**src/rtl/ec_pkg.sv**
```systemverilog
// Shared types and defaults for the elite tracker. The default lattice/fitness
// sizes are the same ones fitness_eval uses.
package ec_pkg;
    localparam int DATA_WIDTH_DEF      = 4;
    localparam int LATTICE_LENGTH_DEF  = 11;
    localparam int SELF_FIT_LENGTH_DEF = 10;
    localparam int POP_SIZE_DEF        = 8;
    localparam int GEN_WIDTH_DEF       = 8;
    localparam int STALL_LIMIT_DEF     = 4;

    localparam logic [SELF_FIT_LENGTH_DEF-1:0] FIT_MAX = '1;

    typedef enum logic [1:0] {
        ST_IDLE,
        ST_COLLECT,
        ST_REPORT
    } ec_state_e;

    function automatic int idx_width(input int pop);
        return (pop < 2) ? 1 : $clog2(pop);
    endfunction

    localparam int IDX_WIDTH_DEF = idx_width(POP_SIZE_DEF);
endpackage

```
**src/rtl/fit_min_cmp.sv**
```systemverilog
// Registered keep-the-minimum slot: holds {fit, tag, vec} and replaces it when
// the candidate is strictly lower (ties keep the older entry) or when forced.
module fit_min_cmp #(
    parameter int FIT_W = 10,
    parameter int TAG_W = 3,
    parameter int VEC_W = 44
) (
    input  logic             clk_i,
    input  logic             rst_i,
    input  logic             init_i,
    input  logic             en_i,
    input  logic             force_i,
    input  logic [FIT_W-1:0] fit_i,
    input  logic [TAG_W-1:0] tag_i,
    input  logic [VEC_W-1:0] vec_i,
    output logic [FIT_W-1:0] fit_o,
    output logic [TAG_W-1:0] tag_o,
    output logic [VEC_W-1:0] vec_o
);
    logic [FIT_W-1:0] fit_q;
    logic [TAG_W-1:0] tag_q;
    logic [VEC_W-1:0] vec_q;

    always_ff @(posedge clk_i or posedge rst_i) begin
        if (rst_i) begin
            fit_q <= '1;
            tag_q <= '0;
            vec_q <= '0;
        end else if (init_i) begin
            fit_q <= '1;
            tag_q <= '0;
            vec_q <= '0;
        end else if (en_i && (force_i || (fit_i < fit_q))) begin
            fit_q <= fit_i;
            tag_q <= tag_i;
            vec_q <= vec_i;
        end
    end

    assign fit_o = fit_q;
    assign tag_o = tag_q;
    assign vec_o = vec_q;
endmodule

```
**src/rtl/elite_tracker.sv**
```systemverilog
// Tracks per-generation and global minimum-fitness individuals, generation and
// stagnation counters, and a sticky converge flag. FITNESS_SUM_EN adds gen_fit_sum_o.
module elite_tracker
    import ec_pkg::*;
#(
    parameter int DATA_WIDTH        = DATA_WIDTH_DEF,
    parameter int LATTICE_LENGTH    = LATTICE_LENGTH_DEF,
    parameter int SELF_FIT_LENGTH   = SELF_FIT_LENGTH_DEF,
    parameter int INDIVIDUAL_LENGTH = LATTICE_LENGTH * DATA_WIDTH,
    parameter int POP_SIZE          = POP_SIZE_DEF,
    parameter int IDX_WIDTH         = idx_width(POP_SIZE),
    parameter int GEN_WIDTH         = GEN_WIDTH_DEF,
    parameter int STALL_LIMIT       = STALL_LIMIT_DEF
) (
    input  logic                         clk_i,
    input  logic                         rst_n,
    input  logic                         start_i,
    input  logic                         clear_i,
    input  logic                         in_valid_i,
    output logic                         in_ready_o,
    input  logic [SELF_FIT_LENGTH-1:0]   self_fit_i,
    input  logic [INDIVIDUAL_LENGTH-1:0] individual_vec_i,
    output logic                         gen_done_o,
    output logic [SELF_FIT_LENGTH-1:0]   gen_best_fit_o,
    output logic [IDX_WIDTH-1:0]         gen_best_idx_o,
    output logic [SELF_FIT_LENGTH-1:0]   best_fit_o,
    output logic [INDIVIDUAL_LENGTH-1:0] best_ind_o,
    output logic [GEN_WIDTH-1:0]         best_gen_o,
    output logic [GEN_WIDTH-1:0]         gen_cnt_o,
    output logic [GEN_WIDTH-1:0]         stall_cnt_o,
`ifdef FITNESS_SUM_EN
    output logic [SELF_FIT_LENGTH+IDX_WIDTH:0] gen_fit_sum_o,
`endif
    output logic                         converge_o
);
    // rst_n is active-high despite its name
    logic rst;
    assign rst = rst_n;

    ec_state_e state_q, state_d;
    logic [IDX_WIDTH-1:0]       cnt_q, cnt_d;
    logic [GEN_WIDTH-1:0]       gen_cnt_q, gen_cnt_d;
    logic [GEN_WIDTH-1:0]       stall_q, stall_d;
    logic                       conv_q, conv_d;
    logic                       elite_valid_q, elite_valid_d;
    logic [SELF_FIT_LENGTH-1:0] gen_best_fit_q, gen_best_fit_d;
    logic [IDX_WIDTH-1:0]       gen_best_idx_q, gen_best_idx_d;

    logic [SELF_FIT_LENGTH-1:0]   run_fit, elite_fit;
    logic [IDX_WIDTH-1:0]         run_idx;
    logic [INDIVIDUAL_LENGTH-1:0] run_vec;

    logic accept, do_clear, do_start, in_report, improved;
    logic [GEN_WIDTH-1:0] stall_nxt;

    assign in_ready_o = (state_q == ST_COLLECT);
    assign in_report  = (state_q == ST_REPORT);
    assign accept     = in_valid_i & in_ready_o;
    assign do_clear   = (state_q == ST_IDLE) & clear_i;
    assign do_start   = (state_q == ST_IDLE) & ~clear_i & start_i;
    assign improved   = ~elite_valid_q | (run_fit < elite_fit);
    assign stall_nxt  = improved ? '0 : ((stall_q == '1) ? stall_q : stall_q + 1'b1);

    // Running best of the current generation; the first accept always loads.
    fit_min_cmp #(
        .FIT_W (SELF_FIT_LENGTH),
        .TAG_W (IDX_WIDTH),
        .VEC_W (INDIVIDUAL_LENGTH)
    ) u_run_best (
        .clk_i   (clk_i),
        .rst_i   (rst),
        .init_i  (do_start),
        .en_i    (accept),
        .force_i (cnt_q == '0),
        .fit_i   (self_fit_i),
        .tag_i   (cnt_q),
        .vec_i   (individual_vec_i),
        .fit_o   (run_fit),
        .tag_o   (run_idx),
        .vec_o   (run_vec)
    );

    // Global elite; the tag slot carries the generation it was found in.
    fit_min_cmp #(
        .FIT_W (SELF_FIT_LENGTH),
        .TAG_W (GEN_WIDTH),
        .VEC_W (INDIVIDUAL_LENGTH)
    ) u_elite (
        .clk_i   (clk_i),
        .rst_i   (rst),
        .init_i  (do_clear),
        .en_i    (in_report),
        .force_i (~elite_valid_q),
        .fit_i   (run_fit),
        .tag_i   (gen_cnt_q),
        .vec_i   (run_vec),
        .fit_o   (elite_fit),
        .tag_o   (best_gen_o),
        .vec_o   (best_ind_o)
    );

    always_comb begin
        state_d        = state_q;
        cnt_d          = cnt_q;
        gen_cnt_d      = gen_cnt_q;
        stall_d        = stall_q;
        conv_d         = conv_q;
        elite_valid_d  = elite_valid_q;
        gen_best_fit_d = gen_best_fit_q;
        gen_best_idx_d = gen_best_idx_q;
        unique case (state_q)
            ST_IDLE: begin
                if (clear_i) begin
                    gen_cnt_d     = '0;
                    stall_d       = '0;
                    conv_d        = 1'b0;
                    elite_valid_d = 1'b0;
                end else if (start_i) begin
                    cnt_d   = '0;
                    state_d = ST_COLLECT;
                end
            end
            ST_COLLECT: begin
                if (accept) begin
                    cnt_d = cnt_q + 1'b1;
                    if (cnt_q == IDX_WIDTH'(POP_SIZE - 1)) state_d = ST_REPORT;
                end
            end
            ST_REPORT: begin
                gen_best_fit_d = run_fit;
                gen_best_idx_d = run_idx;
                stall_d        = stall_nxt;
                elite_valid_d  = 1'b1;
                gen_cnt_d      = (gen_cnt_q == '1) ? gen_cnt_q : gen_cnt_q + 1'b1;
                conv_d         = conv_q | (stall_nxt >= GEN_WIDTH'(STALL_LIMIT));
                state_d        = ST_IDLE;
            end
            default: state_d = ST_IDLE;
        endcase
    end

    always_ff @(posedge clk_i or posedge rst) begin
        if (rst) begin
            state_q        <= ST_IDLE;
            cnt_q          <= '0;
            gen_cnt_q      <= '0;
            stall_q        <= '0;
            conv_q         <= 1'b0;
            elite_valid_q  <= 1'b0;
            gen_best_fit_q <= '1;
            gen_best_idx_q <= '0;
        end else begin
            state_q        <= state_d;
            cnt_q          <= cnt_d;
            gen_cnt_q      <= gen_cnt_d;
            stall_q        <= stall_d;
            conv_q         <= conv_d;
            elite_valid_q  <= elite_valid_d;
            gen_best_fit_q <= gen_best_fit_d;
            gen_best_idx_q <= gen_best_idx_d;
        end
    end

`ifdef FITNESS_SUM_EN
    localparam int SUM_W = SELF_FIT_LENGTH + IDX_WIDTH + 1;
    logic [SUM_W-1:0] acc_q, acc_d, sum_q;

    always_comb begin
        acc_d = acc_q;
        if (do_start)    acc_d = '0;
        else if (accept) acc_d = acc_q + SUM_W'(self_fit_i);
    end

    always_ff @(posedge clk_i or posedge rst) begin
        if (rst) begin
            acc_q <= '0;
            sum_q <= '0;
        end else begin
            acc_q <= acc_d;
            if (in_report) sum_q <= acc_q;
        end
    end

    assign gen_fit_sum_o = sum_q;
`endif

    assign gen_done_o     = in_report;
    assign gen_best_fit_o = gen_best_fit_q;
    assign gen_best_idx_o = gen_best_idx_q;
    assign best_fit_o     = elite_fit;
    assign gen_cnt_o      = gen_cnt_q;
    assign stall_cnt_o    = stall_q;
    assign converge_o     = conv_q;
endmodule
```
**config.mk**
```make
export PLATFORM = sky130hd
export DESIGN_NAME = elite_tracker
export DESIGN_NICKNAME = d
export VERILOG_FILES = /design/src/rtl/ec_pkg.sv /design/src/rtl/fit_min_cmp.sv /design/src/rtl/elite_tracker.sv
export SDC_FILE = /design/constraint.sdc
export NUM_CORES = 1
export LEC_CHECK = 0
export CORE_ASPECT_RATIO = 1.2
export CORE_MARGIN = 3
export CORE_UTILIZATION = 50
export DETAILED_ROUTE_END_ITERATION = 16
export PLACE_DENSITY = 0.82
export SLEW_MARGIN = 10
export SYNTH_ARGS = -nofsm -noshare
export SYNTH_HDL_FRONTEND = slang
export SYNTH_HIERARCHICAL = 1
export SYNTH_SLANG_ARGS = --single-unit
```
**constraint.sdc**
```tcl
create_clock -name clk_i -period 4.1 [get_ports clk_i]
set_clock_uncertainty 0.15 [all_clocks]
set_input_delay 1.025 -clock clk_i [delete_from_list [all_inputs] [get_ports clk_i]]
set_output_delay 1.025 -clock clk_i [all_outputs]
set_load 0.005 [all_outputs]
```
==> impl_metrics.xml <==
<?xml version="1.0" encoding="UTF-8"?>
<metrics>
  <group name="setup_path">
    <metric name="endpoint_kind" unit="">flop</metric>
    <metric name="rrSetupSlack" unit="ps">1310</metric>
    <metric name="reg2regPathDepth" unit="">8</metric>
    <metric name="path_class" unit="">in -&gt; reg</metric>
    <metric name="cp.arrival" unit="ps">3380</metric>
    <metric name="crit-reg2reg-launch" unit="">u_run_best/fit_o[3]</metric>
    <metric name="critPathLaunchType" unit="">primary input</metric>
    <metric name="crit_path_max_fanout" unit="">41</metric>
    <metric name="cp_data_required_time" unit="ps">4250</metric>
    <metric name="crit-reg2reg-capture" unit="">u_run_best/vec_o[11]</metric>
  </group>
  <group name="clock_network">
    <metric name="holdBufCountCts" unit="">0</metric>
    <metric name="cts-root-buf" unit="">sky130_fd_sc_hd__clkbuf_16</metric>
    <metric name="postCtsSetupBuffers" unit="">0</metric>
    <metric name="cts_htree_levels" unit="">4</metric>
    <metric name="register_clock_pin_slew_on_the_reported_worst_setup_and_hold_paths" unit="ps">60</metric>
    <metric name="tritoncts.num_buffers" unit="">17</metric>
    <metric name="insertion_delay" unit="ps">410</metric>
    <metric name="tritoncts" unit="">yes</metric>
    <metric name="max-clock-path-buffers" unit="">2</metric>
    <metric name="cts.sinks" unit="">155</metric>
    <metric name="cts_resized" unit="">0</metric>
  </group>
  <group name="power_and_ir_drop">
    <metric name="cellLeakagePower" unit="nW">4.38</metric>
    <metric name="power.density_cell_area" unit="mW/mm²">659</metric>
    <metric name="sum_of_internal_switching_and_leakage_power" unit="mW">6.00</metric>
    <metric name="worst_ir_drop_vdd" unit="V">0.000373</metric>
  </group>
  <group name="placement">
    <metric name="place.port_buffers" unit="">152</metric>
    <metric name="gp_routability_congestion" unit="">0.865</metric>
    <metric name="dp_hpwl" unit="µm">11800</metric>
    <metric name="placedCellCount" unit="">865</metric>
    <metric name="placed_area" unit="mm²">0.00853</metric>
  </group>
  <group name="run">
    <metric name="cap_violations" unit="">0</metric>
  </group>
  <group name="drt">
    <metric name="detail_route.drc_violations" unit="">0</metric>
    <metric name="routed_wirelength" unit="µm">17100</metric>
    <metric name="detailedRoute.firstIterationViolations" unit="">423</metric>
    <metric name="route.vias.total" unit="">5198</metric>
    <metric name="vias_per_cell" unit="">5.79</metric>
    <metric name="first_pass_iters" unit="">5</metric>
    <metric name="detail-route-antenna-nets" unit="">0</metric>
    <metric name="route.detailed.wl_per_inst" unit="µm">19.0</metric>
  </group>
  <group name="layout">
    <metric name="final_design_instance_area_without_fill" unit="mm²">0.00911</metric>
    <metric name="layout.cells.non_filler" unit="">897</metric>
    <metric name="final_nets" unit="">807</metric>
    <metric name="diodes" unit="">0</metric>
    <metric name="synthToLayoutAreaGrowth" unit="%">31.4</metric>
    <metric name="drive_gt1_share" unit="%">13.7</metric>
  </group>
  <group name="synthesis">
    <metric name="synth_area" unit="mm²">0.00694</metric>
    <metric name="synthesis.nets" unit="">656</metric>
    <metric name="ys_seq_area_share" unit="%">56.4</metric>
    <metric name="post_synth_num_cell_types" unit="">52</metric>
    <metric name="synthFlopType" unit="">sky130_fd_sc_hd__dfrtp_1</metric>
    <metric name="number_of_enable_type_register_cells_in_the_synthesized_netlist" unit="">0</metric>
    <metric name="syn_avg_cell_area" unit="µm²">12.3</metric>
    <metric name="synthArstFlopShare" unit="%">100</metric>
    <metric name="synth-seq-cells" unit="">155</metric>
    <metric name="synth_warnings" unit="">6</metric>
    <metric name="syn_inst" unit="">565</metric>
  </group>
  <group name="global_routing">
    <metric name="grt_antenna_before_repair" unit="">0</metric>
    <metric name="globalRoute.totalOverflow" unit="">0</metric>
    <metric name="grt_start_max_net_pins" unit="">42</metric>
    <metric name="via_count_of_the_first_global_routing_pass" unit="">5431</metric>
    <metric name="wire_length_of_the_first_global_routing_pass" unit="µm">28200</metric>
    <metric name="global_route.usage.total" unit="%">23.3</metric>
  </group>
  <group name="hold_path">
    <metric name="hold_class" unit="">reg -&gt; reg</metric>
    <metric name="timing.hold.worst_path_depth" unit="">1</metric>
    <metric name="hold-path-endpoint" unit="">u_elite/vec_o[14]</metric>
    <metric name="min-delay-start" unit="">u_elite/vec_o[14]</metric>
  </group>
  <group name="sta">
    <metric name="worst_slew_pin_slew" unit="ps">578</metric>
    <metric name="hold_viol" unit="">0</metric>
    <metric name="slew_headroom" unit="%">61.5</metric>
    <metric name="setup_violations" unit="">0</metric>
    <metric name="layout_worst_path_cycle_share" unit="%">78.8</metric>
    <metric name="period_minus_ws_final" unit="ps">3230</metric>
    <metric name="fin_hold_ws" unit="ps">343</metric>
    <metric name="max_freq" unit="GHz">0.310</metric>
    <metric name="tns" unit="ps">0</metric>
    <metric name="rsz_0062_raised_after_global_routing" unit="">no</metric>
    <metric name="final_max_slew_viol_count" unit="">0</metric>
  </group>
  <group name="floorplan">
    <metric name="ioPinCount" unit="">153</metric>
    <metric name="dieArea" unit="mm²">0.0153</metric>
    <metric name="dieWidth" unit="µm">114</metric>
    <metric name="start_util" unit="%">51.7</metric>
    <metric name="cell_rows" unit="">46</metric>
    <metric name="design.core.area" unit="mm²">0.0134</metric>
    <metric name="die_y" unit="µm">135</metric>
  </group>
  <group name="run_status">
    <metric name="status" unit="">finished clean</metric>
  </group>
</metrics>
## sequential cells by signal, summed over array words and instances, names as in the netlist
signal	flops
cnt_q	3
converge_o	1
elite_valid_q	1
gen_best_fit_o	10
gen_best_idx_o	3
gen_cnt_o	8
stall_cnt_o	8
state_q	2
u_elite/fit_o	10
u_elite/tag_o	8
u_elite/vec_o	44
u_run_best/fit_o	10
u_run_best/tag_o	3
u_run_best/vec_o	44
## how the worst max path moves through the flow
stage             startpoint                    to  slack [ps]  cells past startpoint
6_report       self_fit_i[3]  u_run_best/vec_o[11]         870                      8
5_1_grt        self_fit_i[3]  u_run_best/vec_o[15]         810                      8
4_1_cts        self_fit_i[3]  u_run_best/vec_o[11]         920                      8
3_5_place_dp   self_fit_i[3]  u_run_best/vec_o[15]         480                      8
3_3_place_gp   self_fit_i[3]  u_run_best/vec_o[17]         560                      8
2_1_floorplan        clear_i  u_run_best/vec_o[11]        1040                      7
## power breakdown
group,switching [mW],leakage [nW],internal (mW),total [mW]
clock,0.588,0.278,0.965,1.55
sequential,0.362,1.96,2.09,2.45
combinational,0.957,2.14,1.04,2.00
## cells in the mapped netlist, drive strengths merged (2+ instances only)
master    n  area [µm²]
a22o    101         885
nand3b    2        15.0
clkbuf    5        18.8
a221o     2        20.0
nor3      3        15.0
o32a      3        30.0
nor2     25        93.8
a21o      3        22.5
a22oi    20         150
xor2      6        52.6
nand2    17        63.8
a211o     2        17.5
a31oi     2        12.5
a21oi    21         113
and4      2        17.5
nor2b     3        21.3
inv      61         229
nand4    13        96.3
and3      3        18.8
nand3     7        40.0
mux2     14         158
dfstp    30         788
dfrtp   125        3130
a211oi    2        20.0
o41ai     2        43.8
and2      3        18.8
nand2b    4        25.0
ha       32         400
o21a      2        15.0
buf      29         255
o21ai    11        62.6
## cells by family after synthesis
kind of cell             count (synthesis)  share of synthesized area (%)
AND/OR/NAND/NOR                         87                           6.76
buffers and inverters                   95                           7.25
XOR/XNOR                                 7                          0.884
flip-flops                             155                           56.4
adder cells (fa/ha/maj)                 32                           5.77
AO/OA/AOI/OAI                          174                           20.5
multiplexers                            15                           2.42
## critical path: stages
cell                              delay (ps)
sky130_fd_sc_hd__clkdlybuf4s50_1         460
sky130_fd_sc_hd__ha_1                    330
sky130_fd_sc_hd__a211o_1                 270
sky130_fd_sc_hd__a21oi_1                 110
sky130_fd_sc_hd__o21ai_1                 150
sky130_fd_sc_hd__a221o_2                 560
sky130_fd_sc_hd__buf_12                  240
sky130_fd_sc_hd__a22o_1                  210
## cell type report
cell class,count,area [µm²]
Fill cell,965,4300
Sequential cell,155,3920
Multi-Input combinational cell,315,2530
Timing Repair Buffer,166,1640
Clock buffer,27,503
Inverter,61,229
Tap cell,168,210
Clock inverter,5,83.8
## metal layers
layer	part of all wire [%]	global-route usage, %	vias to the layer above
met4	1.7	7.75	0
met2	50	38.1	196
li1	-	-	2343
met5	0	0	-
met1	41	29.7	2636
met3	7.2	6.81	23
## placed cells by master, fill, tap and decap left out, types with 6 or more instances in the layout
cell type	synthesis	routed
sky130_fd_sc_hd__clkdlybuf4s50_1	0	152
sky130_fd_sc_hd__dfrtp_1	125	125
sky130_fd_sc_hd__a22o_1	101	101
sky130_fd_sc_hd__inv_1	61	59
sky130_fd_sc_hd__ha_1	32	32
sky130_fd_sc_hd__dfstp_2	30	30
sky130_fd_sc_hd__nor2_1	25	25
sky130_fd_sc_hd__a22oi_1	20	20
sky130_fd_sc_hd__a21oi_1	19	19
sky130_fd_sc_hd__nand2_1	17	17
sky130_fd_sc_hd__clkbuf_16	0	17
sky130_fd_sc_hd__mux2_2	14	14
sky130_fd_sc_hd__buf_4	4	13
sky130_fd_sc_hd__nand4_1	12	12
sky130_fd_sc_hd__o21ai_0	8	8
sky130_fd_sc_hd__nand3_1	6	6
sky130_fd_sc_hd__xor2_1	6	6
sky130_fd_sc_hd__clkbuf_1	5	6
## stage by stage
stage / worst slack [ps] / utilization, %
floorplan: 1040 / -
global placement: 556 / 63.6
detailed placement: 484 / 63.6
CTS: 919 / 68.0
global route: 807 / 68.0
finish: 871 / 68.0
No activity file was read; power rests on OpenSTA's default activity.
